$ cat src/rtl/divisor_seq_pkg.sv
// Shared encodings and defaults for the sequential ALU blocks (divider and future siblings).
// Latency: none, declarations only.
// Backpressure: none, declarations only.
package divisor_seq_pkg;

  // Default operand width for the sequential ALU datapaths
  localparam int DIV_WIDTH = 3;

  // Common three-phase sequence: wait for start, iterate, hold result
  typedef enum logic [1:0] {
    IDLE = 2'd0,
    CALC = 2'd1,
    DONE = 2'd2
  } state_t;

endpackage

$ cat src/rtl/divisor_seq_div_step.sv
// One combinational restoring-division iteration: shift in a dividend bit, trial-subtract the divisor.
// Latency: combinational, zero cycles.
// Backpressure: none, pure function of its inputs.
module divisor_seq_div_step
  import divisor_seq_pkg::*;
#(
  parameter int WIDTH = DIV_WIDTH
) (
  input  logic [WIDTH-1:0] i_prem,
  input  logic             i_bit,
  input  logic [WIDTH-1:0] i_dr,
  output logic [WIDTH-1:0] o_prem,
  output logic             o_qbit
);

  logic [WIDTH:0] w_shift;
  logic [WIDTH:0] w_trial;

  // The partial remainder stays below the divisor, so WIDTH+1 bits hold the trial result and its sign.
  assign w_shift = {i_prem, i_bit};
  assign w_trial = w_shift - {1'b0, i_dr};

  // Non-negative trial means the divisor fits: keep the difference and emit a 1.
  assign o_qbit = ~w_trial[WIDTH];
  assign o_prem = o_qbit ? w_trial[WIDTH-1:0] : w_shift[WIDTH-1:0];

endmodule

$ cat src/rtl/divisor_seq.sv
// Sequential restoring divider DV/DR started by a rising edge on init; optional DIVISOR_ZERO_TRAP_EN short-cuts DR=0.
// Latency: done rises WIDTH edges after the capture edge (1 edge for a trapped DR=0).
// Backpressure: result and done are held while init stays high; init low returns to IDLE (aborts an ongoing CALC).
module divisor_seq
  import divisor_seq_pkg::*;
#(
  parameter int WIDTH = DIV_WIDTH
) (
  input  logic             clk,
  input  logic             rst,
  input  logic             init,
  input  logic [WIDTH-1:0] DV,
  input  logic [WIDTH-1:0] DR,
  output logic [WIDTH-1:0] sal,
  output logic [WIDTH-1:0] rem,
  output logic             done,
  output logic             dbz
);

  localparam int CW = $clog2(WIDTH + 1);

  state_t           r_state;
  state_t           w_state_nxt;
  logic             r_init_q;
  logic [WIDTH-1:0] r_dividend;  // shifts out dividend bits, shifts in quotient bits
  logic [WIDTH-1:0] r_divisor;
  logic [WIDTH-1:0] r_prem;
  logic [WIDTH-1:0] r_sal;
  logic [WIDTH-1:0] r_rem;
  logic [CW-1:0]    r_cnt;
  logic             r_done;

  logic             w_start;
  logic             w_last;
  logic             w_trap;
  logic [WIDTH-1:0] w_prem_nxt;
  logic             w_qbit;

  assign w_start = init & ~r_init_q;
  assign w_last  = (r_cnt == CW'(WIDTH - 1));

`ifdef DIVISOR_ZERO_TRAP_EN
  logic r_dbz;
  assign w_trap = (r_divisor == '0);
  assign dbz    = r_dbz;
`else
  assign w_trap = 1'b0;
  assign dbz    = 1'b0;
`endif

  divisor_seq_div_step #(.WIDTH(WIDTH)) u_step (
    .i_prem (r_prem),
    .i_bit  (r_dividend[WIDTH-1]),
    .i_dr   (r_divisor),
    .o_prem (w_prem_nxt),
    .o_qbit (w_qbit)
  );

  // State register
  always_ff @(posedge clk or posedge rst) begin
    if (rst) r_state <= IDLE;
    else     r_state <= w_state_nxt;
  end

  // Next state: init low always wins so an abort never flags a result
  always_comb begin
    w_state_nxt = r_state;
    case (r_state)
      IDLE:    if (w_start) w_state_nxt = CALC;
      CALC: begin
        if (!init)                 w_state_nxt = IDLE;
        else if (w_trap || w_last) w_state_nxt = DONE;
      end
      DONE:    if (!init) w_state_nxt = IDLE;
      default: w_state_nxt = IDLE;
    endcase
  end

  // Datapath: operand capture, one restoring step per CALC cycle, result load and hold
  always_ff @(posedge clk or posedge rst) begin
    if (rst) begin
      r_init_q   <= 1'b0;
      r_dividend <= '0;
      r_divisor  <= '0;
      r_prem     <= '0;
      r_cnt      <= '0;
      r_sal      <= '0;
      r_rem      <= '0;
      r_done     <= 1'b0;
    end else begin
      r_init_q <= init;
      case (r_state)
        IDLE: begin
          if (w_start) begin
            r_dividend <= DV;
            r_divisor  <= DR;
            r_prem     <= '0;
            r_cnt      <= '0;
          end
        end
        CALC: begin
          if (init) begin
            if (w_trap) begin
              r_sal  <= '1;
              r_rem  <= r_dividend;
              r_done <= 1'b1;
            end else begin
              r_prem     <= w_prem_nxt;
              r_dividend <= {r_dividend[WIDTH-2:0], w_qbit};
              r_cnt      <= r_cnt + CW'(1);
              if (w_last) begin
                r_sal  <= {r_dividend[WIDTH-2:0], w_qbit};
                r_rem  <= w_prem_nxt;
                r_done <= 1'b1;
              end
            end
          end
        end
        DONE: begin
          if (!init) r_done <= 1'b0;
        end
        default: r_done <= 1'b0;
      endcase
    end
  end

`ifdef DIVISOR_ZERO_TRAP_EN
  // Divide-by-zero flag lives exactly as long as the trapped result's DONE period
  always_ff @(posedge clk or posedge rst) begin
    if (rst)                                          r_dbz <= 1'b0;
    else if (r_state == CALC && init && w_trap)       r_dbz <= 1'b1;
    else if (r_state == DONE && !init)                r_dbz <= 1'b0;
  end
`endif

  assign sal  = r_sal;
  assign rem  = r_rem;
  assign done = r_done;

endmodule

$ cat config.mk
export PLATFORM = sky130hd
export DESIGN_NAME = divisor_seq
export DESIGN_NICKNAME = d
export VERILOG_FILES = /design/src/rtl/divisor_seq_pkg.sv /design/src/rtl/divisor_seq_div_step.sv /design/src/rtl/divisor_seq.sv
export SDC_FILE = /design/constraint.sdc
export NUM_CORES = 1
export LEC_CHECK = 0
export CORE_ASPECT_RATIO = 1.5
export CORE_UTILIZATION = 52
export CTS_CLUSTER_DIAMETER = 60
export DETAILED_ROUTE_END_ITERATION = 6
export PLACE_DENSITY = 0.77
export SLEW_MARGIN = 40
export SYNTH_ARGS = -nofsm -noshare
export SYNTH_HDL_FRONTEND = slang
export SYNTH_SLANG_ARGS = --single-unit
$ cat constraint.sdc
create_clock -name clk -period 2.1 [get_ports clk]
set_input_delay 0.42 -clock clk [delete_from_list [all_inputs] [get_ports clk]]
set_output_delay 0.42 -clock clk [all_outputs]
set_load 0.02 [all_outputs]
[Word level (Yosys, flattened, before mapping)]
Index checks and enable logic that the tools add are counted.
Storage, ports and cells
  register bits: 21
  bits in latches: 0
  RAM bits: 0
  memory bits (read-only): 0
  input port bits: 9
  memories: 0
Operators by class
  add/subtract/negate cells: 2
  $mul: 0
  div/mod/pow operators: 0
  $lt $le $gt $ge: 0
  eq/ne operators: 8
  shifts and indexed selects: 0
  mux-type cells: 19
  bitwise gates (word level): 4
  reductions and logical operators: 7
Operator list (count)
  two-way mux 3 bit: 5
  two-way mux 2 bit: 6
  one-hot mux 3 bit (2 select lines): 2
  AND reduction 3 bit: 3
  inequality test 2 bit, second input constant: 4
  one-hot mux 2 bit (3 select lines): 1
  == test 2 bit, second input constant: 2
  one-hot mux 2 bit (2 select lines): 1
  AND reduction 4 bit: 1
  subtractor 4 x 3 -> 4 bit: 1
  two-way mux 1 bit: 3
  inequality test 3 bit, second input constant: 1
  inverter 1 bit: 3
  one-hot mux 1 bit (3 select lines): 1
  adder 2 x 1 -> 2 bit, second input constant: 1
  == test 2 x 1 -> 1 bit, second input constant: 1
  zero test 2 bit: 1
  AND reduction 2 bit: 1
  nonzero test 2 bit: 1
  bitwise AND 1 bit: 1

[Logic depth before layout (Yosys ltp)]
Gate-level depths: netlist (run 1).
  word-level depth: 4
  mapped depth: 7
  mapped depth without buffers: 7

[Hierarchy]
A second synthesis (run 1) with hierarchy kept.
Unflattened totals
  cell total of the unflattened synthesis: 85
  area, all modules: 1063.5 um^2
Modules (own cells, without submodules)
  divisor_seq: times used 1, cells each 69, area an instance 917.1 um^2
  divisor_seq_div_step: times used 1, cells each 16, area an instance 146.4 um^2

[Least setup slack after synthesis (run 1)]
No wires, ideal clock.
  kind: reg-to-reg
  from: reg r_prem[1]
  to: reg r_prem[1]
  arrival time: 1634 ps
  data required time: 1959 ps
  path slack: 324 ps
  stages on the path, launching flop included: 6
  buffers on the path: 0
  path through: dfrtp_1 ha_1 a21oi_1 a2111oi_0 a2111oi_1 o41ai_1
On the way
  longest elaborated chain between the ends: 4
RTL lines
  start: declaration: RTL line divisor_seq.sv:27  | logic [WIDTH-1:0] r_prem;
  start signal: assignment: RTL line divisor_seq.sv:108  | r_prem <= w_prem_nxt;
  subtractor 4 x 3 -> 4 bit: RTL line divisor_seq_div_step.sv:21  | assign w_trial = w_shift - {1'b0, i_dr};
  two-way mux 3 bit: RTL line divisor_seq_div_step.sv:25  | assign o_prem = o_qbit ? w_trial[WIDTH-1:0] : w_shift[WIDTH-1:0];
  two-way mux 3 bit: RTL line divisor_seq.sv:102  | if (init) begin
  one-hot mux 3 bit (2 select lines): RTL line divisor_seq.sv:92  | case (r_state)
Every way passes these cells. The select of a mux whose other input is x is not followed.
A chain may end at the register's enable or synchronous reset.

[Worst setup path after layout (run 1)]
  from: reg r_divisor[0]
  to: reg r_prem[1]
On the way
  longest elaborated chain between the ends: 4
RTL lines
  start: declaration: RTL line divisor_seq.sv:26  | logic [WIDTH-1:0] r_divisor;
  start signal: assignment: RTL line divisor_seq.sv:84  | r_divisor <= '0;
  start signal: assignment: RTL line divisor_seq.sv:96  | r_divisor <= DR;
  subtractor 4 x 3 -> 4 bit: RTL line divisor_seq_div_step.sv:21
  two-way mux 3 bit: RTL line divisor_seq_div_step.sv:25
  two-way mux 3 bit: RTL line divisor_seq.sv:102
  one-hot mux 3 bit (2 select lines): RTL line divisor_seq.sv:92
Every way passes these cells. The select of a mux whose other input is x is not followed.

==> results of run 1 <==
how the worst min path moves through the flow:
| stage | slack [ns] | from | endpoint | depth (start not counted) |
|---|---|---|---|---|
| CTS | 0.44 | rst | r_cnt[1]$_DFFE_PP0P_ | 3 |
| detailed placement | 0.47 | sal[2]$_DFFE_PP0P_ | sal[2]$_DFFE_PP0P_ | 2 |
| global route | 0.48 | rst | sal[0]$_DFFE_PP0P_ | 3 |
| floorplan | 0.40 | rst | done$_DFFE_PP0P_ | 1 |
| global placement | 0.46 | sal[2]$_DFFE_PP0P_ | sal[2]$_DFFE_PP0P_ | 2 |
| finish | 0.46 | rst | r_init_q$_DFF_PP0_ | 3 |
synthesized netlist by cell type (all sizes together), types with 2 or more instances:
cell type | number | area share (%)
dfrtp | 21 | 48
nand2 | 15 | 5.1
o21ai | 9 | 4.1
inv | 7 | 2.4
nand3 | 5 | 2.3
a21oi | 4 | 1.8
ha | 4 | 4.5
nor3 | 4 | 1.8
a31oi | 3 | 1.7
buf | 3 | 2.2
nand3b | 3 | 2.0
nor2 | 3 | 1.0
a2111oi | 2 | 1.7
and3 | 2 | 1.1
clkbuf | 2 | 0.68
nand2b | 2 | 1.1
o22ai | 2 | 1.1
o31ai | 2 | 1.4
layout make-up:
type | count | share of cell area (%)
tap | 22 | 2.07
inverter | 7 | 1.98
timing repair buffer | 21 | 14.7
multi-input combinational | 81 | 39.7
clock buffer | 4 | 1.98
sequential | 21 | 39.6
critical path, stage by stage, from the launching register on:
cell       delay [ns]
dfrtp_1          0.41
ha_1             0.24
fa_1             0.55
nor3_1           0.07
a2111oi_1        0.41
o41ai_1          0.14
flip-flops by register name, summed over array words and instances, names as in the netlist:
name	count
r_dividend	3
r_divisor	3
done	1
r_prem	3
r_cnt	2
rem	3
sal	3
r_state	2
r_init_q	1
where the power goes:
part / internal, mW / leakage [nW] / switching (mW)
clock network: 0.0738 / 0.0150 / 0.117
registers: 0.555 / 0.261 / 0.121
logic: 0.408 / 0.321 / 0.538
total: 1.04 / 0.596 / 0.777
metrics by stage:
stage,cells,hold slack [ns],setup slack [ns]
after floorplan,114,0.397,0.324
final,156,0.457,0.161
after detailed placement,152,0.475,0.0116
after global placement,152,0.461,0.0784
after CTS,156,0.442,0.0382
after global routing,156,0.477,0.0106
timing repair:
| item | CTS | global route |
|---|---|---|
| buffers inserted | 0 | 0 |
| endpoints found under the setup margin | 0 | 2 |
| gates resized for setup | 0 | 2 |
layer usage:
layer	vias up	share of wire [%]	track usage (%)	wire [um]
li1	451	-	-	-
met2	16	56	40.7	1300
met1	439	41	30.1	968
met5	-	0	0	0
met4	0	0.73	7.39	17
met3	2	2.3	3.77	53
kinds of logic (layout without fill, tap and decap cells):
| family | after synthesis | count (layout) |
|---|---|---|
| AND/OR/NAND/NOR | 42 | 42 |
| flip-flops | 21 | 21 |
| other | 1 | 1 |
| buffers and inverters | 12 | 32 |
| multiplexers | 2 | 2 |
| adder cells (fa/ha/maj) | 5 | 5 |
| XOR/XNOR | 1 | 1 |
| AO/OA/AOI/OAI | 30 | 30 |
==> results.cfg, run 1 <==
[outcome]
status = completed

[cells_and_area]
syn2layout_area_growth_pct = 20.2
post-route-util_pct = 66.3
multi_input_area_um2 = 527
final_layout_size_suffix_gt1_share_pct = 8.21
fin_area_um2 = 1330
final_common_cell = dfrtp_1
final_cell_mix = dfrtp_1 (21), nand2_1 (15), clkdlybuf4s50_1 (15), o21ai_0 (9), inv_1 (7)
antenna_cells = 0
fin_nets = 149
fillers = 172
register_area_um2 = 526

[route]
drc = 0
wl_per_cell_um = 15.0
ant_nets = 0
dr.pass1.iters = 4
wl_um = 2340
vias_per_cell = 5.82
drt_iter0_drc = 17
num_vias = 908

[cts]
tritoncts = done
root_buffer = clkbuf_4
cts.htree.levels = 1
clkSinkCount = 21
hold_buffers = 0
clkLatencyLatePin_ns = 0.29
path_clk_slew_ns = 0.12
cts_made_buffers = 3
clock_path_buffers = 2

[synthesis]
async_flop_share_pct = 100
muxShareOfSynthArea_pct = 1.93
ys.flop_type = dfrtp_1
syn_inst = 114
ys_seq_area_share_pct = 47.6
synth_edf_count = 0
synth-xor-area-share_pct = 0.793
synth.net_count = 128
synthAdderAreaFrac_pct = 6.34
synth_compound_area_share_pct = 17.7
avgSynthCellArea_um2 = 9.69
synth_simple_gate_area_share_pct = 20.2
synth_top_family_by_area = simple AND/OR/NAND/NOR gates
syn_area_um2 = 1100
synth.distinct_cells = 42
yosysWarnings = 0
ys_ff_latch = 21

[global_routing]
grt_pass1_vias = 907
overflow = 0
antenna_found_initial = 0
grt_max_degree = 22
track_usage_pct = 24.0
grt_pass1_wl_um = 3880

[pwr]
finalPower_mw = 1.81
peakVddDrop_mv = 0.781
power.density_nw_per_um2 = 1370
p_leak_nw = 0.596

[floorplan]
io_pins = 17
rows = 20
dieWidth_um = 39.6
fp.dieH_um = 58.5
start_util_pct = 55.2
die_area_um2 = 2320
core_area_um2 = 2000

[hold_path]
hp-class = primary input to async pin

[setup_path]
r2r_start = r_divisor[0]$_DFFE_PP0P_
cp_max_fo = 3
worstSetupStartpoint = r_divisor[0]$_DFFE_PP0P_
end_kind = register
reg2regPathDepth = 5
cp-start-kind = register
r2r_setup_slack_ns = 0.16
crit_end = r_prem[1]$_DFFE_PP0P_
critPathArrivalTime_ns = 2.11
critPathKind = register to register
required_ns = 2.27
r2r_end = r_prem[1]$_DFFE_PP0P_

[timing]
finalCritPeriodShare_pct = 92.4
slew_violations = 0
tns_ns = 0
fin_skew_ns = 0.00494
hold_violations = 0
layout_min_cycle_time_ns = 1.94
fmax_mhz = 516
rsz0062_at_grt = false
setup-violations-final = 0

[placement]
globalplace.congestion = 0.732
portBuffers = 15
dpl_cell_area_um2 = 1300
dpl.hpwl_um = 1800

[run]
maxCapViolations = 0
No activity file was read; power rests on OpenSTA's default activity.
==> inputs of run 2 (changes only) <==
SKIP_CTS_REPAIR_TIMING = 1   (was default)
==> results of run 2 <==
Same layout as run 1: the final DEF is identical, and so are final timing and power.
